<file path="src/rtl/melody_sequencer_if.sv">
// Control and note-select bundle between the melody sequencer and its neighbours.
interface melody_sequencer_if;
    logic       start_i;
    logic       stop_i;
    logic       loop_i;
    logic [3:0] noteSelect_o;
    logic       playing_o;
    logic       done_o;
    logic [3:0] step_o;

    modport slave (
        input  start_i, stop_i, loop_i,
        output noteSelect_o, playing_o, done_o, step_o
    );

    modport master (
        output start_i, stop_i, loop_i,
        input  noteSelect_o, playing_o, done_o, step_o
    );
endinterface

</file>
<file path="src/rtl/melody_sequencer.sv">
// Plays a fixed ROM song as note codes for the note-to-PWM mux; each entry is
// held for beats*BEAT_MS ticks, the last GAP_MS of which are silent.
module melody_sequencer #(
    parameter int CLK_FREQ = 100000000,
    parameter int TICK_HZ  = 1000,
    parameter int BEAT_MS  = 250,
    parameter int GAP_MS   = 20,
    parameter int SONG_LEN = 16
) (
    input  logic              clk,
    input  logic              rst,
    melody_sequencer_if.slave bus
);
    localparam int TICK_DIV = CLK_FREQ / TICK_HZ;
    localparam int PW       = (TICK_DIV > 1) ? $clog2(TICK_DIV) : 1;
    localparam int CW       = $clog2(7 * BEAT_MS + 1);

    typedef enum logic [1:0] {
        ST_IDLE,
        ST_NOTE,
        ST_GAP
    } state_t;

    state_t          state_q, state_d;
    logic [3:0]      step_q, step_d;
    logic [PW-1:0]   presc_q, presc_d;
    logic [CW-1:0]   tcnt_q, tcnt_d;
    logic            done_q, done_d;

    logic            tick;
    logic [3:0]      step_n;
    logic [4:0]      nidx;
    logic            nxt_end;
    logic            first_end;
    logic [CW-1:0]   note_dur;

    function automatic logic [5:0] rom_word(input logic [3:0] idx);
        logic [5:0] w;
        case (idx)
            4'd0:    w = {3'd4, 3'd1};
            4'd1:    w = {3'd3, 3'd1};
            4'd2:    w = {3'd2, 3'd1};
            4'd3:    w = {3'd3, 3'd1};
            4'd4:    w = {3'd4, 3'd1};
            4'd5:    w = {3'd4, 3'd1};
            4'd6:    w = {3'd4, 3'd2};
            4'd7:    w = {3'd3, 3'd1};
            4'd8:    w = {3'd3, 3'd1};
            4'd9:    w = {3'd3, 3'd2};
            4'd10:   w = {3'd4, 3'd1};
            4'd11:   w = {3'd6, 3'd1};
            4'd12:   w = {3'd6, 3'd2};
            default: w = '0;
        endcase
        return w;
    endfunction

    function automatic logic [2:0] beats_of(input logic [3:0] idx);
        logic [5:0] w;
        w = rom_word(idx);
        return w[2:0];
    endfunction

    function automatic logic [2:0] note_of(input logic [3:0] idx);
        logic [5:0] w;
        w = rom_word(idx);
        return w[5:3];
    endfunction

    assign tick      = (presc_q == PW'(TICK_DIV - 1));
    assign step_n    = step_q + 4'd1;
    assign nidx      = {1'b0, step_n};
    assign nxt_end   = (nidx >= 5'(SONG_LEN)) || (beats_of(step_n) == 3'd0);
    assign first_end = (beats_of(4'd0) == 3'd0);
    assign note_dur  = CW'(beats_of(step_q)) * CW'(BEAT_MS) - CW'(GAP_MS);

    always_ff @(posedge clk or posedge rst) begin
        if (rst) begin
            state_q <= ST_IDLE;
            step_q  <= '0;
            presc_q <= '0;
            tcnt_q  <= '0;
            done_q  <= 1'b0;
        end else begin
            state_q <= state_d;
            step_q  <= step_d;
            presc_q <= presc_d;
            tcnt_q  <= tcnt_d;
            done_q  <= done_d;
        end
    end

    always_comb begin
        state_d = state_q;
        step_d  = step_q;
        tcnt_d  = tcnt_q;
        done_d  = 1'b0;
        presc_d = tick ? '0 : presc_q + PW'(1);

        unique case (state_q)
            ST_IDLE: begin
                if (bus.start_i) begin
                    if (first_end) begin
                        done_d = 1'b1;
                    end else begin
                        state_d = ST_NOTE;
                        step_d  = '0;
                        tcnt_d  = '0;
                        presc_d = '0;
                    end
                end
            end
            ST_NOTE: begin
                if (tick) begin
                    if (tcnt_q == note_dur - CW'(1)) begin
                        state_d = ST_GAP;
                        tcnt_d  = '0;
                    end else begin
                        tcnt_d = tcnt_q + CW'(1);
                    end
                end
            end
            ST_GAP: begin
                if (tick) begin
                    if (tcnt_q == CW'(GAP_MS - 1)) begin
                        tcnt_d = '0;
                        // The prescaler keeps running here so entries abut cycle-exactly.
                        if (!nxt_end) begin
                            state_d = ST_NOTE;
                            step_d  = step_n;
                        end else if (bus.loop_i) begin
                            state_d = ST_NOTE;
                            step_d  = '0;
                        end else begin
                            state_d = ST_IDLE;
                            step_d  = '0;
                            done_d  = 1'b1;
                        end
                    end else begin
                        tcnt_d = tcnt_q + CW'(1);
                    end
                end
            end
            default: state_d = ST_IDLE;
        endcase

        if (bus.stop_i) begin
            state_d = ST_IDLE;
            step_d  = '0;
            tcnt_d  = '0;
            done_d  = 1'b0;
        end
    end

    assign bus.noteSelect_o = (state_q == ST_NOTE) ? {1'b0, note_of(step_q)} : 4'd7;
    assign bus.playing_o    = (state_q != ST_IDLE);
    assign bus.done_o       = done_q;
    assign bus.step_o       = step_q;
endmodule
</file>
<file path="src/flat_wrapper.sv">
// flat-port wrapper written by rule: the top's interface ports become plain ports
module melody_sequencer_flat 
#(
    parameter int CLK_FREQ = 100000000,
    parameter int TICK_HZ  = 1000,
    parameter int BEAT_MS  = 250,
    parameter int GAP_MS   = 20,
    parameter int SONG_LEN = 16
)
  (clk, rst, bus_start_i, bus_stop_i, bus_loop_i, bus_noteSelect_o, bus_playing_o, bus_done_o, bus_step_o);
  melody_sequencer_if bus_i ();
  input  logic clk;
  input  logic rst;
  input wire logic [$bits(bus_i.start_i)-1:0] bus_start_i;
  input wire logic [$bits(bus_i.stop_i)-1:0] bus_stop_i;
  input wire logic [$bits(bus_i.loop_i)-1:0] bus_loop_i;
  output wire logic [$bits(bus_i.noteSelect_o)-1:0] bus_noteSelect_o;
  output wire logic [$bits(bus_i.playing_o)-1:0] bus_playing_o;
  output wire logic [$bits(bus_i.done_o)-1:0] bus_done_o;
  output wire logic [$bits(bus_i.step_o)-1:0] bus_step_o;
  assign bus_i.start_i = bus_start_i;
  assign bus_i.stop_i = bus_stop_i;
  assign bus_i.loop_i = bus_loop_i;
  assign bus_noteSelect_o = bus_i.noteSelect_o;
  assign bus_playing_o = bus_i.playing_o;
  assign bus_done_o = bus_i.done_o;
  assign bus_step_o = bus_i.step_o;
  melody_sequencer #(.CLK_FREQ(CLK_FREQ), .TICK_HZ(TICK_HZ), .BEAT_MS(BEAT_MS), .GAP_MS(GAP_MS), .SONG_LEN(SONG_LEN)) u_core (.clk(clk), .rst(rst), .bus(bus_i));
endmodule
</file>
<file path="config.mk">
export PLATFORM = sky130hd
export DESIGN_NAME = melody_sequencer_flat
export DESIGN_NICKNAME = d
export VERILOG_FILES = /design/src/rtl/melody_sequencer_if.sv /design/src/rtl/melody_sequencer.sv /design/src/flat_wrapper.sv
export SDC_FILE = /design/constraint.sdc
export NUM_CORES = 1
export LEC_CHECK = 0
export ABC_CLOCK_PERIOD_IN_PS = 4500
export BUFFER_PORTS_ARGS = -buffer_cell sky130_fd_sc_hd__buf_2
export CAP_MARGIN = 20
export CORE_MARGIN = 3
export CORE_UTILIZATION = 63
export CTS_BUF_LIST = sky130_fd_sc_hd__clkbuf_2
export CTS_CLUSTER_DIAMETER = 50
export DETAILED_ROUTE_END_ITERATION = 10
export GPL_TIMING_DRIVEN = 0
export MAX_ROUTING_LAYER = met4
export PLACE_DENSITY = 0.82
export SLEW_MARGIN = 20
export SYNTH_ARGS = -nofsm -noshare
export SYNTH_HDL_FRONTEND = slang
export SYNTH_SLANG_ARGS = --single-unit
</file>
<file path="constraint.sdc">
create_clock -name clk -period 4.5 [get_ports clk]
set_input_delay 0.225 -clock clk [delete_from_list [all_inputs] [get_ports clk]]
set_output_delay 0.225 -clock clk [all_outputs]
set_load 0.01 [all_outputs]
</file>
==> reports/summary.md <==
* finished clean — run status
* 3.88 ns — Critical Path AT
* 0.40 ns — clock network latency to the later pin of the worst-skew pair
* 36.6% — global routing met2 resource utilization
* 0.936 — routability congestion estimate
* 36 — maximum number of pins on one net before global-route repair
* 35 — number of register bits inferred by synthesis
* 0 — GRT overflow
* 0 ns — setup TNS
* 0.60 ns — maximum cell stage delay along the critical path
* 3.57 ns — post-route minimum period
* dfrtp_1 — most frequent cell after synthesis
* 49.4% — worst max-slew margin expressed relative to the limit
* 4 — Initial DRT Pass Iterations
* 5 — number of buffers created by CTS
* done — TritonCTS clock tree
* 0.00257 mm2 — finished layout cell area
* 0.00349 mm2 — placeable core region
* 14.5 um — detailed-route wire length per cell
* 0 — max-capacitance violation count
* ha_1 — cell repeated most along the worst path
* 0 — DRC violation count after routing
* 0 — number of synthesized flops with an enable pin
* 73.5% — final design utilization
* register — startpoint kind of the worst setup timing path
* 0 — number of routed nets with antenna violations
* 278 — filler cell count
* met2 — highest-utilization routing layer at the global route stage
* 0.20 ns — clock-pin slew of the registers on the worst-case setup and hold paths
* 68.6% — effective utilization at floorplan
* 9.08 um2 — synthesized area divided by synthesized cell count
* 2 — deepest clock path buffer count
* 3490 um — placed wire-length estimate after detailed placement
* 0.00458 mm2 — Die Outline Area
* 319 mW/mm2 — PD cells
* 5.75 — per-cell via count in the routed design
* inv_1 > ha_1 > a21oi_1 > nand2b_1 > ha_1 > xnor2_1 > or4_4 > a2111oi_4 > o32a_2 > buf_6 > o21ai_2 > a22o_1 — CP cell instances
* 21 — number of rows in the core area
* 0.758 ns — Tightest Pin Transition
* 0.00251 mm2 — Cell Area, Placed
* clkbuf_2 — root buffer cell
* 0.819 mW — Final Power
* compound AO/OA/AOI/OAI gates — kind of cell with the highest combined delay on the critical path
* 182 uV — worst vdd ir
* 0 — number of warnings printed during yosys synthesis
* 35 — count of clock tree sinks
* 8140 um — global-route wire length before repair
* 2 — critical path buffer and inverter count
* 0 — number of endpoints with negative hold slack in the final report
* 0 — number of antenna violations at the first check in global routing
* in -> reg — Hold WC Path Type
* 0.990 ns — Post-Place Setup Slack
* 4790 um — wire length after detailed routing
* 67.7 um — horizontal die dimension
* 14.7% — share of post-route cells with drive strength above 1
* 0 — Setup violations, final
* 1,904 — total vias in the final route
* 59 — number of unique standard cell types used by synthesis
* 0.280 GHz — FMAX
* 12 — peak fanout along the critical path
* 100% — async set-or-reset flop fraction in the synthesized netlist
* 7.21% — Syn-to-layout area delta
* 36.6% — area share of the largest cell type after synthesis
* 1,762 — vias in the first global route
* false — setup repair after global routing missed its margin
* dfrtp_1 (37%), ha_1 (8.4%), nor2_1 (5.0%) — leading cell types by total area after synthesis
* dfrtp_1 — flip-flop cell with the highest count after synthesis
* 79.3% — share of the cycle needed by the critical path after routing
* 15 — number of primary I/O pins
* 264 — Mapped Cells
* dfrtp_1 — largest area contributor in the netlist
* 0.930 ns — setup slack after layout
* 0 — antenna cells
* 67.7 um — die height
* 2 — number of levels the H-tree was split into
* 285 — number of nets produced by synthesis
* 0.0111 ns — post-route clock skew
* 156 — number of DRC markers in iteration 0
* 0 — count of pins over their slew limit
* 12 — IO Port Bufs
* 0.00240 mm2 — Synth Cell Area
* 33.0% — met1 Usage GRT
* dfrtp_1 — Max stage delay cell, worst path
* 4.81 ns — Crit path required time
* reg -> reg — Crit Path Class
* 305 — count of nets after finishing
* dfrtp_1 (35), nor2_1 (32), nand2_1 (24) — ranking of synthesized cells by instance count
* 24.6% — overall global routing resource usage
* 1.13 nW — Lkg Pwr
* register — kind of end point of the critical path
* 36.6% — post-synthesis sequential area ratio
* 6.66% — met3 global-route usage
[through the flow]
stage	instances	hold WS, ns
after floorplan	264	0.379
after global placement	322	0.483
after detailed placement	322	0.396
after CTS	331	0.117
after global routing	331	0.112
final	331	0.131
[area by class of cell]
| class | count | area (um2) | area share [%] |
|---|---|---|---|
| Multi-Input combinational cell | 209 | 1420 | 55.3 |
| Sequential cell | 35 | 876 | 34.1 |
| Timing Repair Buffer | 13 | 70.1 | 2.73 |
| Tap cell | 46 | 57.6 | 2.24 |
| Buffer | 8 | 55.1 | 2.14 |
| Inverter | 12 | 45.0 | 1.75 |
| Clock buffer | 5 | 25.0 | 0.974 |
| Clock inverter | 3 | 20.0 | 0.779 |
[routing by layer]
layer  part of all wire [%]  routed length [um]  vias up
li1                       -                   -      977
met1                     49                2330      880
met2                     45                2170       42
met3                    5.0                 238        5
met4                   0.96                  46        0
met5                      0                   0        -
[flip-flops by register name, summed over array words and instances, names as in the netlist]
signal	cells
u_core.presc_q	17
u_core.tcnt_q	11
u_core.state_q	2
u_core.bus.step_o	4
u_core.bus.done_o	1
[placed cells by master (no fill, tap or decap), types with 2 or more instances in the layout]
master      count
nor4_1          3
or3_1           3
buf_4           2
clkinvlp_4      2
buf_6           2
clkbuf_2        5
nand2b_1        4
nor2_1         32
a21boi_0        2
o31ai_1         2
and3_1          5
xnor2_1         7
a21oi_1         5
o21a_1          2
o311ai_0        2
or2_2           2
nor2b_1         7
buf_2          14
xor2_1         10
o21ai_0        19
and4_1          2
inv_1          11
nand4_1         7
and2_1          3
nand3_1         9
nor3_1          3
dfrtp_1        35
nand2_1        24
and3_2          3
a22o_1          7
nand4bb_1       2
ha_1           16
clkbuf_1        2
[final timing paths]
check                                      from                 end  slack [ns]  depth (start not counted)
max                        u_core.bus.step_o[0]    u_core.tcnt_q[9]        0.93                         12
max in group asynchronous                   rst   u_core.presc_q[5]        3.54                          3
min in group asynchronous                   rst  u_core.presc_q[10]        0.48                          3
min                                  bus_loop_i   u_core.bus.done_o        0.13                          3
min reg2reg                   u_core.presc_q[0]   u_core.presc_q[0]        0.53                          1
max reg2reg                u_core.bus.step_o[0]    u_core.tcnt_q[9]        0.93                         12
[tightest hold or removal path, delay by kind of cell]
family | cells | cell delay (ns)
AND/OR/NAND/NOR | 2 | 0.22
buffers and inverters | 1 | 0.09
[what timing repair did]
| item | CTS | global route |
|---|---|---|
| hold endpoints to repair | 35 | 0 |
| hold buffers | 1 | 0 |
| resized for setup | 0 | 0 |
| buffers inserted | 0 | 0 |
| endpoints found under the setup margin | 0 | 0 |
[cell families after synthesis]
group,after synthesis,synth area share [%]
buffers and inverters,20,4.18
muxes,1,0.418
DFF,35,36.6
adders and majority gates,16,8.36
and+or+nand+nor,119,26.5
AOI/OAI and AO/OA,55,17.7
other,1,0.157
xor gates and xnor gates,17,6.21
[power by group]
group          total (mW)  switching, mW  internal [mW]
sequential          0.369         0.0305          0.338
combinational       0.297          0.184          0.113
clock               0.153          0.116         0.0367
No activity file was read; power rests on OpenSTA's default activity.
